## config.mk

```make
export PLATFORM = sky130hd
export DESIGN_NAME = reorder_buffer
export DESIGN_NICKNAME = d
export VERILOG_FILES = /design/src/rtl/reorder_buffer_pkg.sv /design/src/rtl/reorder_buffer_ptr.sv /design/src/rtl/reorder_buffer.sv
export SDC_FILE = /design/constraint.sdc
export NUM_CORES = 1
export LEC_CHECK = 0
export CAP_MARGIN = 5
export CELL_PAD_IN_SITES_DETAIL_PLACEMENT = 1
export CELL_PAD_IN_SITES_GLOBAL_PLACEMENT = 2
export CORE_MARGIN = 1
export CORE_UTILIZATION = 42
export DETAILED_ROUTE_END_ITERATION = 8
export PLACE_DENSITY = 0.84
export RECOVER_POWER = 50
export SKIP_LAST_GASP = 1
export SLEW_MARGIN = 20
export SYNTH_ARGS = -nofsm -noshare
export SYNTH_HDL_FRONTEND = slang
export SYNTH_HIERARCHICAL = 1
export SYNTH_SLANG_ARGS = --single-unit
```

## constraint.sdc

```tcl
create_clock -name clk -period 3.5 [get_ports clk]
set_input_delay 0.7 -clock clk [delete_from_list [all_inputs] [get_ports clk]]
set_output_delay 0.7 -clock clk [all_outputs]
set_load 0.05 [all_outputs]
```

## src/rtl/reorder_buffer_pkg.sv

```systemverilog
// Shared LC-3b types and reorder-buffer entry layout.
package reorder_buffer_pkg;

  typedef enum logic [3:0] {
    op_br   = 4'b0000, op_add  = 4'b0001, op_ldb  = 4'b0010, op_stb  = 4'b0011,
    op_jsr  = 4'b0100, op_and  = 4'b0101, op_ldw  = 4'b0110, op_stw  = 4'b0111,
    op_rti  = 4'b1000, op_not  = 4'b1001, op_ldi  = 4'b1010, op_sti  = 4'b1011,
    op_jmp  = 4'b1100, op_shf  = 4'b1101, op_lea  = 4'b1110, op_trap = 4'b1111
  } lc3b_opcode;

  typedef logic [2:0] lc3b_reg;
  typedef logic [2:0] rob_tag;

  localparam int ROB_TAG_W  = 3;
  localparam int ROB_DEPTH  = 2 ** ROB_TAG_W;
  localparam int ROB_DATA_W = 16;

  typedef struct packed {
    logic                  busy;
    logic                  ready;
    lc3b_opcode            opcode;
    lc3b_reg               dest;
    logic [ROB_DATA_W-1:0] value;
  } rob_entry;

endpackage

```

## src/rtl/reorder_buffer_ptr.sv

```systemverilog
// Wrapping ring pointer used for the ROB head and tail.
// Build option ROB_FLUSH_EN adds a synchronous clear input.
module rob_ptr #(
  parameter int W = 3
) (
  input  logic         clk,
  input  logic         rst_n,
`ifdef ROB_FLUSH_EN
  input  logic         clr,
`endif
  input  logic         inc,
  output logic [W-1:0] ptr
);

  // Natural W-bit overflow gives the modulo-depth wrap for free.
  always_ff @(posedge clk or negedge rst_n) begin
    if (!rst_n)   ptr <= '0;
`ifdef ROB_FLUSH_EN
    else if (clr) ptr <= '0;
`endif
    else if (inc) ptr <= ptr + W'(1);
  end

endmodule

```

## src/rtl/reorder_buffer.sv

```systemverilog
// In-order-retire circular reorder buffer with CDB completion and two operand read ports.
// Build option ROB_FLUSH_EN adds a flush input that empties the buffer.
module reorder_buffer
  import reorder_buffer_pkg::*;
#(
  parameter int data_width = 16,
  parameter int tag_width  = 3
) (
  input  logic                  clk,
  input  logic                  rst_n,
`ifdef ROB_FLUSH_EN
  input  logic                  flush,
`endif
  input  logic                  alloc_we,
  input  lc3b_opcode            alloc_opcode,
  input  lc3b_reg               alloc_dest,
  output logic [tag_width-1:0]  alloc_tag,
  output logic                  full,
  output logic                  empty,
  input  logic                  cdb_valid,
  input  logic [tag_width-1:0]  cdb_tag,
  input  logic [data_width-1:0] cdb_value,
  input  logic [tag_width-1:0]  rd_tag_a,
  input  logic [tag_width-1:0]  rd_tag_b,
  output logic                  rd_ready_a,
  output logic                  rd_ready_b,
  output logic [data_width-1:0] rd_value_a,
  output logic [data_width-1:0] rd_value_b,
  output logic                  valid_out,
  output lc3b_opcode            opcode_out,
  output lc3b_reg               dest_out,
  output logic [data_width-1:0] value_out,
  output logic [tag_width-1:0]  head_tag,
  input  logic                  RE
);

  localparam int                 DEPTH   = 2 ** tag_width;
  localparam logic [tag_width:0] DEPTH_C = (tag_width + 1)'(DEPTH);

  rob_entry               ent [DEPTH];
  logic [tag_width-1:0]   head, tail;
  logic [tag_width:0]     count;
  logic                   do_alloc, do_retire, cdb_hit;

  assign full      = (count == DEPTH_C);
  assign empty     = (count == '0);
  assign valid_out = ent[head].busy && ent[head].ready;
  assign do_alloc  = alloc_we && !full;
  assign do_retire = RE && valid_out;
  // busy is the pre-edge value, so a same-cycle allocate cannot be completed.
  assign cdb_hit   = cdb_valid && ent[cdb_tag].busy;

  assign alloc_tag  = tail;
  assign head_tag   = head;
  assign opcode_out = ent[head].opcode;
  assign dest_out   = ent[head].dest;
  assign value_out  = data_width'(ent[head].value);

  assign rd_ready_a = ent[rd_tag_a].busy && ent[rd_tag_a].ready;
  assign rd_ready_b = ent[rd_tag_b].busy && ent[rd_tag_b].ready;
  assign rd_value_a = data_width'(ent[rd_tag_a].value);
  assign rd_value_b = data_width'(ent[rd_tag_b].value);

  rob_ptr #(.W(tag_width)) u_head (
    .clk   (clk),
    .rst_n (rst_n),
`ifdef ROB_FLUSH_EN
    .clr   (flush),
`endif
    .inc   (do_retire),
    .ptr   (head)
  );

  rob_ptr #(.W(tag_width)) u_tail (
    .clk   (clk),
    .rst_n (rst_n),
`ifdef ROB_FLUSH_EN
    .clr   (flush),
`endif
    .inc   (do_alloc),
    .ptr   (tail)
  );

  always_ff @(posedge clk or negedge rst_n) begin
    if (!rst_n) count <= '0;
`ifdef ROB_FLUSH_EN
    else if (flush) count <= '0;
`endif
    else begin
      case ({do_alloc, do_retire})
        2'b10:   count <= count + 1'b1;
        2'b01:   count <= count - 1'b1;
        default: count <= count;
      endcase
    end
  end

  // Data fields are reset too so head/read outputs are never X.
  always_ff @(posedge clk or negedge rst_n) begin
    if (!rst_n) begin
      for (int i = 0; i < DEPTH; i++) ent[i] <= '0;
    end
`ifdef ROB_FLUSH_EN
    else if (flush) begin
      for (int i = 0; i < DEPTH; i++) begin
        ent[i].busy  <= 1'b0;
        ent[i].ready <= 1'b0;
      end
    end
`endif
    else begin
      for (int i = 0; i < DEPTH; i++) begin
        if (cdb_hit && cdb_tag == tag_width'(i)) begin
          ent[i].ready <= 1'b1;
          ent[i].value <= ROB_DATA_W'(cdb_value);
        end
        if (do_alloc && tail == tag_width'(i)) begin
          ent[i].busy   <= 1'b1;
          ent[i].ready  <= 1'b0;
          ent[i].opcode <= alloc_opcode;
          ent[i].dest   <= alloc_dest;
        end
        if (do_retire && head == tag_width'(i)) begin
          ent[i].busy  <= 1'b0;
          ent[i].ready <= 1'b0;
        end
      end
    end
  end

endmodule

```

==> metrics <==
status finished with violations; failing checks max-capacitance violations, max-slew violations; TritonCTS clock tree yes; final instance area 13900 µm²; routed wire length 31.9 mm; largest cells by area after synthesis dfrtp_1 (45%), mux4_2 (22%), mux2_2 (21%); post-cts gate resize count 0; Mapped Cells 778; arrival time worst endpoint 2.54 ns; Placed Area 13200 µm²; antenna cells 0; row count 60; Root Driver clkbuf_16; type of the worst min-delay path flip-flop to flip-flop; Fillers 2599; Final Core Density 0.512; CP Data Required Time 2.80 ns; Final Max Tran Viols 98; HPWL after detailed placement 19.8 mm; Worst Setup Path Type flip-flop to output pin; via count 7505; largest net degree at the start of global routing 81; Placed Cells incl. Taps 1235; Longest Clk Path Bufs 3; area share of the largest cell type after synthesis 0.450; CTS Buf Count 24; slew margin rel. -0.450; Worst Path Max Fanout 21; ANT nets after route 0; total die area 28500 µm²; Tcrit/Tclk final 0.927; Netlist cell types 46; Initial Util 0.431; die height 169 µm; GR Overflow Total 0; Ys Warns 6; final non-filler cell total 1277; Synth Cell Area 11700 µm²; nets@finish 932; PortBufs 102; Max Clk Rate 308 MHz; post-synthesis sequential area ratio 0.450; peak supply drop 0.000743 V; setup bufs post-CTS 0; crit end category output pin; Die Wd 169 µm; setup TNS 0 ns; syn avg cell area 15.0 µm²; H-tree depth 1; number of synthesized register bits 210; Via density 5.88; Async S/R FF share, synth 1.00; Synth Flop Type dfrtp_1; Power per Cell Area 1070 nW/µm²; Post-synth EDFFs 0; share of post-route cells with drive strength above 1 0.526; vias in the first global route 8349; GRT Overall Usage 0.236; RSZ-0062 raised after global routing no; Final GP Congestion 0.745; first-pass GRT wire length 50.8 mm; Layout Skew 0.00735 ns; drt pass-1 iters 4; maxcap violations 2; Wirelength per Cell 25.0 µm; hold_buf cts 0; core area 27100 µm²; leak pwr 5.79 nW; Worst-Skew Late Latency 0.52 ns; slew at the pin closest to its max-slew limit 2.17 ns; P&R area growth vs syn 18.7%; syn nets 821; minimum clock period 3.24 ns; Reg clk slew, reported paths 0.06 ns; IO Count 103; post-synth top area cell dfrtp_1; Min Hold Slack 0.501 ns; setup violators final 0; reg2reg setup slack 0.62 ns; CP startpoint kind flip-flop; Fin. Hold Viols 0; initial drt markers 400; initial antenna violation count 0; remaining routing DRC violations 0; clk sinks 210
power by group:
part           switching, mW  internal (mW)  total, mW
combinational           4.11           3.59       7.71
clock                   1.02           1.49       2.51
sequential             0.986           3.58       4.56
total                   6.12           8.66       14.8
area by class of cell:
| class | instances | area [µm²] | area share |
|---|---|---|---|
| tap | 372 | 465 | 0.0335 |
| clock buffer | 34 | 719 | 0.0519 |
| multi-input combinational | 500 | 6080 | 0.438 |
| timing repair buffer | 140 | 1230 | 0.0887 |
| clock inverter | 8 | 67.6 | 0.00487 |
| sequential | 210 | 5260 | 0.379 |
| inverter | 13 | 48.8 | 0.00352 |
cell usage in the layout, fill, tap and decap left out, types with 4 or more instances in the layout:
| cell | n |
|---|---|
| o211a_1 | 4 |
| a21boi_0 | 4 |
| buf_4 | 77 |
| clkdlybuf4s50_1 | 35 |
| clkbuf_1 | 10 |
| ha_1 | 5 |
| clkinv_2 | 6 |
| clkbuf_16 | 25 |
| nand2_1 | 84 |
| inv_1 | 12 |
| buf_12 | 10 |
| mux2_2 | 216 |
| nor3_1 | 4 |
| mux2i_1 | 4 |
| mux4_2 | 116 |
| or4_1 | 5 |
| clkbuf_8 | 6 |
| dfrtp_1 | 208 |
| buf_2 | 4 |
| dlygate4sd3_1 | 4 |
synth_stat cells (all sizes together), types with 4 or more instances:
library cell,count
or4,5
mux2,219
clkbuf,22
ha,5
inv,13
mux2i,4
nor4b,4
dfrtp,210
mux4,116
or4b,4
buf,33
nand2,84
o211a,4
nor3,4
a21boi,4
final timing paths:
path,to,from,cells after the start
setup reg to reg,count[3],ent[74],8
setup / recovery,value_out[7],u_head/ptr[0],5
max in group asynchronous,ent[117],rst_n,2
min in group asynchronous,u_tail/ptr[0],rst_n,1
hold / removal,ent[147],ent[147],1
hold reg to reg,ent[147],ent[147],1
stage by stage:
stage,setup WS (ns),power [mW]
CTS,0.180,15.0
global route,0.106,15.6
global placement,0.286,12.1
finish,0.256,14.8
floorplan,0.0501,10.1
detailed placement,0.286,12.3
metal layers:
metal / vias up / GRT usage / routed length [µm]
met3: 49 / 0.0334 / 1590
li1: 3227 / - / -
met2: 186 / 0.404 / 16100
met4: 0 / 0.0617 / 659
met1: 4043 / 0.317 / 13600
met5: - / 0 / 0
critical path, cell delays in order (launching register included):
cell and delay, ns:
dfrtp_4 0.58, buf_4 0.46, mux4_2 0.56, nand2_1 0.09, nand2_1 0.10, buf_4 0.20
cells by family (layout without fill, tap and decap cells):
family                   count (synthesis)  in the layout  share of synthesized area
buffers and inverters                   68            195                     0.0275
multiplexers                           339            339                      0.439
AND/OR/NAND/NOR                        126            126                     0.0567
adder cells (fa/ha/maj)                  6              6                    0.00707
AO/OA/AOI/OAI                           23             23                     0.0160
flip-flops                             210            210                      0.450
XOR/XNOR                                 6              6                    0.00450
registers in the layout, summed over array words and instances, names as in the netlist:
register and flops:
ent 200, count 4, u_head/ptr 3, u_tail/ptr 3
(Power assumes the default switching activity.)
